<file path="src/rtl/tracking_pkg.sv">
// Shared thresholds, coordinate width and pixel type for the green-target tracker.
// A pixel counts as target when it is strongly green with little red and blue.
package tracking_pkg;

  localparam int         COORD_W = 12;
  localparam logic [7:0] G_MIN   = 8'd128;
  localparam logic [7:0] RB_MAX  = 8'd64;

  typedef logic [COORD_W-1:0] coord_t;

  typedef struct packed {
    logic [7:0] r;
    logic [7:0] g;
    logic [7:0] b;
  } pixel_t;

  function automatic logic is_target(input pixel_t p);
    return (p.g >= G_MIN) && (p.r < RB_MAX) && (p.b < RB_MAX);
  endfunction

endpackage

</file>
<file path="src/rtl/tracking_fifo.sv">
// Show-ahead input FIFO: rd_data is valid combinationally whenever empty is low.
// Writes while full and reads while empty are ignored; simultaneous push/pop keeps count steady.
module tracking_fifo #(
  parameter int WIDTH = 24,
  parameter int DEPTH = 16
) (
  input  logic             clock_50,
  input  logic             reset,
  input  logic             wr_en,
  input  logic [WIDTH-1:0] wr_data,
  input  logic             rd_en,
  output logic [WIDTH-1:0] rd_data,
  output logic             full,
  output logic             empty
);

  localparam int AW = $clog2(DEPTH);

  logic [WIDTH-1:0] mem [DEPTH];
  logic [AW-1:0]    wr_ptr;
  logic [AW-1:0]    rd_ptr;
  logic [AW:0]      count;
  logic             push;
  logic             pop;

  assign full    = (count == (AW+1)'(DEPTH));
  assign empty   = (count == '0);
  assign push    = wr_en && !full;
  assign pop     = rd_en && !empty;
  assign rd_data = mem[rd_ptr];

  always_ff @(posedge clock_50) begin
    if (reset) begin
      wr_ptr <= '0;
      rd_ptr <= '0;
      count  <= '0;
    end else begin
      if (push) wr_ptr <= wr_ptr + 1'b1;
      if (pop)  rd_ptr <= rd_ptr + 1'b1;
      case ({push, pop})
        2'b10:   count <= count + 1'b1;
        2'b01:   count <= count - 1'b1;
        default: count <= count;
      endcase
    end
  end

  // Storage needs no reset; the pointers define what is valid.
  always_ff @(posedge clock_50) begin
    if (push) mem[wr_ptr] <= wr_data;
  end

endmodule

</file>
<file path="src/rtl/tracking.sv">
// Per-frame bounding box of green target pixels; result pulses one cycle after the last pixel pops.
// Input FIFO drains one pixel per cycle; writes are dropped while in_full is high.
module tracking
  import tracking_pkg::*;
#(
  parameter int WIDTH      = 720,
  parameter int HEIGHT     = 540,
  parameter int FIFO_DEPTH = 16
) (
  input  logic               clock_50,
  input  logic               reset,
  input  logic               in_wr_en,
  input  logic [7:0]         oR,
  input  logic [7:0]         oG,
  input  logic [7:0]         oB,
  output logic               in_full,
  output logic               valid,
  output logic [COORD_W-1:0] center_x,
  output logic [COORD_W-1:0] center_y,
  output logic [COORD_W-1:0] width,
  output logic [COORD_W-1:0] height
);

  pixel_t wr_pix;
  pixel_t pix;
  logic   fifo_empty;
  logic   pop;

  assign wr_pix = pixel_t'({oR, oG, oB});
  assign pop    = ~fifo_empty;

  tracking_fifo #(
    .WIDTH (24),
    .DEPTH (FIFO_DEPTH)
  ) u_fifo (
    .clock_50 (clock_50),
    .reset    (reset),
    .wr_en    (in_wr_en),
    .wr_data  (wr_pix),
    .rd_en    (pop),
    .rd_data  (pix),
    .full     (in_full),
    .empty    (fifo_empty)
  );

  coord_t x_cnt, y_cnt;
  coord_t min_x, max_x, min_y, max_y;
  logic   found;

  logic   tgt, last_col, last_row, frame_end;
  coord_t nx_min_x, nx_max_x, nx_min_y, nx_max_y;
  logic   nx_found;
  logic [COORD_W:0] sum_x, sum_y;

  // Box including the pixel popping this cycle, so the frame's final pixel counts.
  always_comb begin
    tgt       = pop && is_target(pix);
    last_col  = (x_cnt == coord_t'(WIDTH - 1));
    last_row  = (y_cnt == coord_t'(HEIGHT - 1));
    frame_end = pop && last_col && last_row;
    nx_found  = found || tgt;
    nx_min_x  = min_x;
    nx_max_x  = max_x;
    nx_min_y  = min_y;
    nx_max_y  = max_y;
    if (tgt) begin
      if (!found || x_cnt < min_x) nx_min_x = x_cnt;
      if (!found || x_cnt > max_x) nx_max_x = x_cnt;
      if (!found || y_cnt < min_y) nx_min_y = y_cnt;
      if (!found || y_cnt > max_y) nx_max_y = y_cnt;
    end
    sum_x = {1'b0, nx_min_x} + {1'b0, nx_max_x};
    sum_y = {1'b0, nx_min_y} + {1'b0, nx_max_y};
  end

  always_ff @(posedge clock_50) begin
    if (reset) begin
      x_cnt    <= '0;
      y_cnt    <= '0;
      min_x    <= '0;
      max_x    <= '0;
      min_y    <= '0;
      max_y    <= '0;
      found    <= 1'b0;
      valid    <= 1'b0;
      center_x <= '0;
      center_y <= '0;
      width    <= '0;
      height   <= '0;
    end else begin
      valid <= 1'b0;
      if (pop) begin
        if (last_col) begin
          x_cnt <= '0;
          y_cnt <= last_row ? '0 : y_cnt + 1'b1;
        end else begin
          x_cnt <= x_cnt + 1'b1;
        end
      end
      if (frame_end) begin
        valid <= 1'b1;
        if (nx_found) begin
          center_x <= sum_x[COORD_W:1];
          center_y <= sum_y[COORD_W:1];
          width    <= nx_max_x - nx_min_x + coord_t'(1);
          height   <= nx_max_y - nx_min_y + coord_t'(1);
        end else begin
          center_x <= '0;
          center_y <= '0;
          width    <= '0;
          height   <= '0;
        end
        found <= 1'b0;
        min_x <= '0;
        max_x <= '0;
        min_y <= '0;
        max_y <= '0;
      end else begin
        found <= nx_found;
        min_x <= nx_min_x;
        max_x <= nx_max_x;
        min_y <= nx_min_y;
        max_y <= nx_max_y;
      end
    end
  end

endmodule

</file>
<file path="config.mk">
export PLATFORM = sky130hd
export DESIGN_NAME = tracking
export DESIGN_NICKNAME = d
export VERILOG_FILES = /design/src/rtl/tracking_pkg.sv /design/src/rtl/tracking_fifo.sv /design/src/rtl/tracking.sv
export SDC_FILE = /design/constraint.sdc
export NUM_CORES = 1
export LEC_CHECK = 0
export CORE_MARGIN = 2
export CORE_UTILIZATION = 58
export CTS_CLUSTER_SIZE = 14
export DETAILED_ROUTE_END_ITERATION = 8
export PLACE_DENSITY = 0.79
export REMOVE_ABC_BUFFERS = 1
export SLEW_MARGIN = 10
export SYNTH_ARGS = -nofsm -noshare
export SYNTH_HDL_FRONTEND = slang
export SYNTH_SLANG_ARGS = --single-unit
</file>
<file path="constraint.sdc">
create_clock -name clock_50 -period 5.2 [get_ports clock_50]
set_clock_uncertainty 0.05 [all_clocks]
set_input_delay 1.04 -clock clock_50 [delete_from_list [all_inputs] [get_ports clock_50]]
set_output_delay 1.04 -clock clock_50 [all_outputs]
set_load 0.005 [all_outputs]
</file>
# After elaboration in Yosys (flattened, before gate mapping)
# Memory sizes are Yosys's and may differ from the RTL's. A register that Yosys moved wholly into a read port is not among the register bits.
# Index checks and enable logic that the tools add are counted.
# word_totals
regBits	135
ramBits	384
in_bits	27
word_cells	80
n_memories	1
# op_classes
add_sub_neg	12
magnitude_cmp	7
eq_ne	5
n_mux	20
bitwise	1
n_reduce_logical	19
# memory_table
name	depth	width	rd	rd_clocked_by_memory_dff	write_ports	line	rtl
u_fifo.mem	16	24	1	1	1	tracking_fifo.sv:19	logic [WIDTH-1:0] mem [DEPTH];
# op_table
operator	n
$mux 12	14
$add 12x1->12 const B	4
$add 12x12->13	2
$eq 12x10->1 const B	2
$gt 12x12->1	2
$lt 12x12->1	2
$sub 12x12->12	2
$lt 8x7->1 const B	2
$pmux 5 s2	1
$add 4x1->4 const B	2
$ge 8x8->1 const B	1
$mux 4	2
$logic_and 1x1->1	7
$add 5x1->5 const B	1
$eq 5x5->1 const B	1
$logic_not 5->1	1
$logic_or 1x1->1	5
$sub 5x1->5 const B	1
$logic_not 1->1	3
$mux 1	3
$eq 2x1->1 const B	1
$eq 2x2->1 const B	1
$reduce_and 2->1	1
$reduce_bool 2->1	1
other kinds (2)	2

# Depth between registers and ports, before layout
# logic_depth
word_depth	8
ltp_mapped	20

# By module
# From an unflattened synthesis, not the netlist that was laid out.
# hier_totals
cells_unflattened	1614
area_unflattened_um2	23272.3
# modules_own_cells
module	n_inst	cells_each	area_each_um2
tracking_fifo	1	715	15382.3
tracking	1	899	7890.1

# Worst setup path after synthesis
# Ideal clock, no wire load.
# synth_timing
path_kind	reg-to-reg
from	register x_cnt[7]
to	register width[11]
arrival_time_ns	4.219
t_required_ns	5.027
slack_ns	0.809
path_stages_with_launch	20
path_cell_list	dfxtp_1 ha_1 nand4_1 nor2_1 a2111oi_0 o21ai_0 o221ai_1 clkbuf_1 nand3_1 nand2_1 ha_1 ha_1 fa_1 a21o_1 a21oi_1 o211ai_1 a31o_2 a21oi_1 xnor2_1 o21ai_0
# synth_via
elab_chain_cells	7
# synth_lines
element	line	rtl
from (decl)	tracking.sv:46	coord_t x_cnt, y_cnt;
from (signal assigned)	tracking.sv:97	x_cnt <= x_cnt + 1'b1;
$lt 12x12->1	tracking.sv:67	if (!found || x_cnt < min_x) nx_min_x = x_cnt;
$logic_or 1x1->1	tracking.sv:67	
$mux 12	tracking.sv:67	
$mux 12	tracking.sv:66	if (tgt) begin
named net nx_min_x[1]	tracking.sv:51	coord_t nx_min_x, nx_max_x, nx_min_y, nx_max_y;
$sub 12x12->12	tracking.sv:105	width <= nx_max_x - nx_min_x + coord_t'(1);
$add 12x1->12	tracking.sv:105	
$mux 12	tracking.sv:102	if (nx_found) begin
to (signal assigned)	tracking.sv:105	
to (decl)	tracking.sv:20	output logic [COORD_W-1:0] width,
# The timed path passes the listed nets, and every way through them passes these cells.
# A chain may end at the register's enable or synchronous reset.

# Worst setup path in the final report
# Ends and elaborated chain as after synthesis.

==> results.cfg <==
[outcome]
outcome = finished clean

[drt]
vias_per_cell = 5.68
drtPass1Iterations = 5
wl_per_cell_um = 15.6
drtIter0Drc = 542
drt-total-wl_mm = 24.3
drc = 0
vias = 8838
ant_nets = 0

[cells_and_area]
diodes = 0
syn_to_final_growth_pct = 15.0
finish.instance_area_um2 = 13300
fin_util = 0.681
nets = 1425
finalNonFillerCells = 1555
n_fill_cell = 1504
seq_area_um2 = 5190
drive_above_1_share = 0.0775
multi_input_area_um2 = 5890

[sta]
post-route-period-util = 0.930
rsz0062_at_grt = false
setup_tns_ns = 0
slew_headroom = 0.426
tightest_slew_ns = 0.859
hold_violations = 0
maxSlewViolCount = 0
fmax_mhz = 207
min_period_ns = 4.84
setup_viol = 0
hold_ws_ns = 0.399

[floorplanning]
die_area_um2 = 21100
fp.dieH_um = 145
initial_utilization = 0.592
placementRows = 51
die_w_um = 145
core_area_um2 = 19500
ios = 77

[clock_tree]
cts_tree = built
cts_max_level = 1
root_buffer = clkbuf_16
numCtsBuffers = 24
clock_latency_ns = 0.52
cts_buffer_depth = 3
cts.sinks = 219
path_clk_slew_ns = 0.06

[synth]
synth.distinct_cells = 73
ys_top_cells_by_area = dfxtp_1 (24%), edfxtp_1 (21%), ha_1 (13%), o21ai_0 (4.1%), a21oi_1 (3.7%)
synth.most_common_cell = dfxtp_1
syn_inst = 1207
synth.yosys.seq_area_share = 0.448
synth_edf_count = 80
syn_avg_cell_area_um2 = 9.58
synth_flop_cell = dfxtp_1
postSynth.asyncResetShare = 0
synth_seq_cells = 219
synth.top_cells.by_count = dfxtp_1 (139), ha_1 (119), nand2_1 (113)
synth_top_area_frac = 0.241
synth_warnings = 0
synth_top_area_cell = dfxtp_1
synth_area_um2 = 11600

[hold_path]
holdPathStages = 2
holdCritStartpoint = center_x[6]
hold_path_end = center_x[6]
hp-class = flop to flop

[job]
max_cap_violations = 0

[critical_path]
worstSetupPathType = flop to flop
start_kind = flop
critPathMaxStageDelay_ns = 0.55
cp_num_buf_inv = 0
end_kind = flop
crit_family = compound AO/OA/AOI/OAI gates
crit_fanout = 12
r2r_end = width[11]
reg2reg_slack_ns = 0.36
r2r_cells = 18
required_ns = 5.55
reg2reg_from = x_cnt[7]
crit_chain = ha_1, nand4_1, nor2_1, a2111oi_0, o21ai_0, o221a_2, o21ai_0, nand2_1, ha_1, ha_1, fa_1, a21o_1, a21oi_1, o211ai_1, a31o_2, a21oi_1, xnor2_1, o21ai_0
arrival_ns = 5.19
slowest_stage = dfxtp_1

[place]
dp_hpwl_mm = 17.3
dp_cells = 1513
port_buffers = 57
dpl_cell_area_um2 = 12500
gp_congestion = 0.917

[pwr]
irDropWorstVdd_mv = 0.285
power.density_nw_per_um2 = 328
p_leak_nw = 5.18

[grt]
grt_use_total = 0.228
grt_pass1_vias = 8511
grt_max_degree = 39
antenna_found_initial = 0
overflow = 0
grt_pass1_wl_mm = 40.5
worst max-delay path by stage:
stage                        start         end  slack [ns]  depth (start not counted)
after floorplan               flop   width[11]        0.47                         17
after global placement        flop  height[11]        0.22                         18
after detailed placement      flop  height[11]        0.15                         18
after CTS                     flop   width[11]        0.09                         17
after global routing      x_cnt[7]   width[11]        0.01                         18
final                     x_cnt[7]   width[11]        0.36                         18
sequential cells by signal (all words and copies together) (netlist names), 5 cells and up, named ones only:
signal and cells:
u_fifo.mem 80, center_x 12, center_y 12, height 12
max_x 12, max_y 12, min_x 12, min_y 12
width 12, x_cnt 12, y_cnt 12, u_fifo.count 5
logic make-up (layout without fill, tap and decap cells):
kind of cell	after synthesis	after routing	synth area share
adders and majority gates	124	124	0.137
DFF	219	219	0.448
AOI/OAI and AO/OA	265	265	0.140
and+or+nand+nor	394	394	0.170
xor gates and xnor gates	64	64	0.0485
buffers and inverters	128	211	0.0434
muxes	13	13	0.0121
worst min-delay path, cell delays in order (launching register included):
cell and delay (ns):
dfxtp_1 0.32, nand2_1 0.04, o21ai_0 0.05
area by class of cell:
type,instances,area share
multi-input cells,860,0.443
clock inverters,7,0.00828
clock buffers,35,0.0514
well taps,265,0.0249
inverters,85,0.0240
repair buffers,84,0.0582
flip-flops and latches,219,0.390
per-stage QoR:
step | setup slack, ns | total power [W]
after floorplan | 0.475 | 0.00244
after global placement | 0.216 | 0.00264
after detailed placement | 0.147 | 0.00267
after CTS | 0.0946 | 0.00438
after global routing | 0.00989 | 0.00456
final | 0.361 | 0.00436
routing by layer:
layer / share of wire / GRT usage / up-vias / routed length [um]
li1: - / - / 4411 / -
met1: 0.44 / 0.291 / 4189 / 10600
met2: 0.50 / 0.406 / 192 / 12100
met3: 0.042 / 0.0324 / 46 / 1030
met4: 0.022 / 0.0623 / 0 / 539
met5: 0 / 0 / - / 0
report_power, final:
group | switching, W | internal (W) | total [W]
sequential | 0.0000876 | 0.00184 | 0.00193
combinational | 0.000446 | 0.000275 | 0.000720
clock | 0.000690 | 0.00102 | 0.00171
total | 0.00122 | 0.00313 | 0.00436
layout by cell type (no fill, tap or decap), drive strengths merged, types with 4 or more instances in the layout:
cell / count
o211ai: 7
clkdlybuf4s50: 57
a221oi: 5
a21oi: 86
o21ai: 96
o31ai: 4
clkbuf: 35
nor3: 29
or2: 4
nor4b: 7
or3: 10
buf: 27
nand3: 52
and2: 30
mux2: 8
nor2: 87
nor2b: 12
o21a: 7
nor4: 11
ha: 119
xnor2: 30
edfxtp: 80
a2111oi: 4
nand4: 14
a22o: 11
a21o: 13
xor2: 34
fa: 5
nand2b: 8
a31o: 5
dfxtp: 139
mux2i: 5
inv: 86
nand2: 114
a211oi: 6
timing repair:
| item | 4_1_cts | 5_1_grt |
|---|---|---|
| setup buffers | 0 | 0 |
| resized for setup | 0 | 5 |
| endpoints found under the setup margin | 0 | 10 |
| hold buffers | 0 | 0 |
No activity file was read; power rests on OpenSTA's default activity.
